$ cat src/rtl/fetch_cond_sequencer.sv
// fetch_cond_sequencer: fetch/decode/execute sequencer owning PC, IR, NZCV flags; skips instructions failing cond_ok, faults on fetch timeout
module fetch_cond_sequencer #(
  parameter logic [31:0] RESET_PC = 32'h0000_0000,
  parameter int MEM_TIMEOUT = 16
) (
  input  logic        clk,
  input  logic        reset,
  output logic [31:0] mem_addr,
  output logic        mem_rd,
  input  logic [31:0] mem_rdata,
  input  logic        MOC,
  output logic [31:0] IR,
  output logic [3:0]  Flags,
  input  logic        cond_ok,
  output logic        exec_start,
  input  logic        exec_done,
  input  logic [3:0]  alu_flags,
  input  logic        branch_taken,
  input  logic [31:0] branch_target,
  output logic [7:0]  skip_count,
  output logic        fault
);
  typedef enum logic [1:0] {FETCH, DECODE, EXECUTE, FAULT} state_t;
  localparam logic [7:0] TLAST = 8'(MEM_TIMEOUT - 1);
  state_t state;
  logic [31:0] pc;
  logic [7:0] timer;
  assign mem_addr = pc;
  assign mem_rd = state == FETCH && !reset;
  assign fault = state == FAULT;
  always_ff @(posedge clk or posedge reset)
    if (reset) begin
      state      <= FETCH;
      pc         <= RESET_PC;
      IR         <= '0;
      Flags      <= '0;
      skip_count <= '0;
      timer      <= '0;
      exec_start <= 1'b0;
    end else begin
      exec_start <= 1'b0;
      case (state)
        FETCH:
          if (MOC) begin
            IR    <= mem_rdata;
            pc    <= pc + 32'd4;
            timer <= '0;
            state <= DECODE;
          end else if (timer == TLAST) begin
            state <= FAULT;
          end else begin
            timer <= timer + 8'd1;
          end
        DECODE:
          if (cond_ok && IR[31:28] != 4'hF) begin
            state      <= EXECUTE;
            exec_start <= 1'b1;
          end else begin
            state      <= FETCH;
            skip_count <= skip_count == 8'hFF ? skip_count : skip_count + 8'd1;
          end
        EXECUTE:
          if (exec_done) begin
            if (IR[27:26] == 2'b00 && IR[20]) Flags <= alu_flags;
            if (branch_taken) pc <= {branch_target[31:2], 2'b00};
            state <= FETCH;
          end
        default: ;
      endcase
    end
endmodule

$ cat config.mk
export PLATFORM = sky130hd
export DESIGN_NAME = fetch_cond_sequencer
export DESIGN_NICKNAME = d
export VERILOG_FILES = /design/src/rtl/fetch_cond_sequencer.sv
export SDC_FILE = /design/constraint.sdc
export NUM_CORES = 1
export LEC_CHECK = 0
export CORE_MARGIN = 1
export CORE_UTILIZATION = 35
export DETAILED_ROUTE_END_ITERATION = 8
export GPL_ROUTABILITY_DRIVEN = 0
export HOLD_SLACK_MARGIN = 0.05
export PLACE_DENSITY = 0.67
export SKIP_CTS_REPAIR_TIMING = 1
export SYNTH_ARGS = -nofsm -noshare
export SYNTH_HDL_FRONTEND = slang
export SYNTH_SLANG_ARGS = --single-unit
export TNS_END_PERCENT = 1
$ cat constraint.sdc
create_clock -name clk -period 2.65 [get_ports clk]
set_input_delay 0.53 -clock clk [delete_from_list [all_inputs] [get_ports clk]]
set_output_delay 0.53 -clock clk [all_outputs]
set_load 0.01 [all_outputs]
==> qor.txt <==
CORE AREA: 12060 um^2
Die span in x: 113.6 um
Htree depth: 3
Remaining DRCs: 0
Gr ovfl total: 0
Min Clock Period, post-route: 2.397 ns
Setup crit end kind: primary output
Top-area cell type share of the netlist area: 48.77%
Final setup viols: 0
Initial antenna violation count: 0
EDFF count, synth: 0
ANT nets after route: 0
GRT Overall Usage: 18.87%
Sw Pwr: 0.002751 W
Clk pwr share: 19.6%
Net Sw Frac: 36.73%
Synthesis warning total: 0
Die height: 113.6 um
Ys flop type: dfrtp_1
Share of cells above drive strength 1: 14.66%
Critical Path RT: 2.12 ns
Fmax: 417.2 MHz
Pin count of the biggest net entering global routing: 86
Number of global-route vias before repair: 3813
Mapped Area: 4362 um^2
CTS root buf: clkbuf_16
Worst Setup Path Type: reg2out
Max Cap Viol: 0
Status: completed
Area delta synth->final: 46.64%
Dpl hpwl: 8508 um
Netlist cell types: 68
Wirelength per Cell: 16.07 um
Synthesized instance count: 418
Total CTS buffers: 9
Power consumption: 0.007488 W
Clock sink count: 85
Via count: 3820
Pre-Repair DR Iteration Count: 4
Sequential-to-total area share from yosys stat: 48.77%
Max IR drop VDD: 0.5689 mV
Gate power share: 47.7%
Worst r2r src: state[0]
CP Launch Point: state[0]
Skew-Pair Late Insertion Delay: 0.34 ns
Worst EP arrival: 1.87 ns
First-pass GRT wire length: 19090 um
Leak pwr: 2.570 nW
Async S/R FF share, synth: 100.0%
Rows: 40
Worst-path clk slew: 0.06 ns
Final instance area: 6396 um^2
P per Cell Area: 1171 nW/um^2
Total wire length: 11800 um
Cell accounting for the most synthesized area: dfrtp_1
CTS tree: yes
Die area: 12910 um^2
Internal power: 0.004737 W
Post-place instance area: 6050 um^2
Synth area leaders: dfrtp_1 (49%), mux2_2 (9.6%), o21ai_0 (3.8%)
Final TNS setup: 0 ns
Vias per inst: 5.204
Type of element launching the critical path: flip-flop
CP Max Fanout: 6
# diodes: 0
IO Port Bufs: 148
Initial core utilization: 36.16%
Syn Area/Cell: 10.43 um^2
Clock Tree Buf Depth: 2
I/O pins: 153
Hold Vio Cnt, Final: 0
Hold path start: IR[18]
Clk_skew: 0.005176 ns
Slew Limit Fails: 0
Crit share post-route: 90.46%
FF+latch count, synth: 85
Most frequent cells after synthesis: dfrtp_1 (85), mux2_2 (37), o21ai_0 (33)
Reg power frac: 32.7%
Iteration-0 DRC Markers: 207
Most frequent cell after synthesis: dfrtp_1
Unrepaired setup endpoints after global routing: no
Hold Path Class: reg2reg
Fin nets: 644
-- cell families after synthesis --
family | Yosys count | share of synthesized area [%]
adder cells (fa/ha/maj) | 8 | 2.295
buffers and inverters | 36 | 3.757
XOR/XNOR | 8 | 1.606
multiplexers | 41 | 10.47
AND/OR/NAND/NOR | 127 | 16.49
other | 1 | 0.08598
AO/OA/AOI/OAI | 112 | 16.52
flip-flops | 85 | 48.77
-- power groups by stage --
stage / Sequential, W / Combinational, W / Clock (W)
detailed placement: 0.00246 / 0.00358 / 0
finish: 0.00245 / 0.00357 / 0.00147
global route: 0.00253 / 0.00388 / 0.00156
floorplan: 0.00259 / 0.00169 / 0
global placement: 0.00242 / 0.00352 / 0
CTS: 0.00244 / 0.00360 / 0.00151
-- path summary, 6_finish.rpt --
check / end / slack [ns] / cells after the start
max: mem_rd / 0.25 / 4
max in group asynchronous: mem_addr[6] / 1.57 / 3
min in group asynchronous: timer[4] / 0.68 / 3
min reg2reg: IR[18] / 0.50 / 1
min: IR[18] / 0.50 / 1
max reg2reg: mem_addr[23] / 0.48 / 7
-- cells in the final DEF (no fill, tap or decap), types with 9 or more instances in the layout --
cell type	instances
nor2_1	25
and3_1	10
nand3_1	17
o21ai_0	33
clkdlybuf4s50_1	148
dfrtp_1	85
nand2_1	22
a21oi_1	28
o22ai_1	11
nand4_1	14
inv_1	10
clkbuf_16	9
mux2_2	37
-- cell type report --
cell class	instances	area (um^2)
Clock inverter	5	107.6
Inverter	12	48.80
Sequential cell	85	2127
Timing Repair Buffer	156	1579
Clock buffer	10	239.0
Multi-Input combinational cell	298	2085
Tap cell	168	210.2
Fill cell	1118	5665
-- metal layers --
metal | wire, um | part of all wire (%) | vias up | GRT usage (%)
met2 | 5804 | 49 | 101 | 30.93
met4 | 216 | 1.8 | 0 | 7.807
met1 | 5164 | 44 | 1871 | 24.37
li1 | - | - | 1832 | -
met3 | 613 | 5.2 | 16 | 3.826
met5 | 0 | 0 | - | 0
-- worst max-delay path: stages (launching register included) --
cell	delay (ns)
dfrtp_1	0.43
inv_1	0.10
ha_1	0.30
nor2b_1	0.16
clkdlybuf4s50_1	0.54
-- flip-flops by register name, indices dropped and copies added (netlist names) --
name        count
IR             32
mem_addr       30
skip_count      8
timer           8
Flags           4
state           2
exec_start      1
-- per-stage QoR --
step | std cells | setup WS, ns | hold WS [ns] | util [%]
finish | 734 | 0.2528 | 0.5037 | 53.03
CTS | 734 | 0.2238 | 0.5058 | 53.03
detailed placement | 719 | 0.2026 | 0.4896 | 50.16
floorplan | 419 | 0.8203 | 0.4660 | -
global placement | 719 | 0.2407 | 0.4871 | 50.16
global route | 734 | 0.1327 | 0.5279 | 53.03
(Power assumes the default switching activity.)
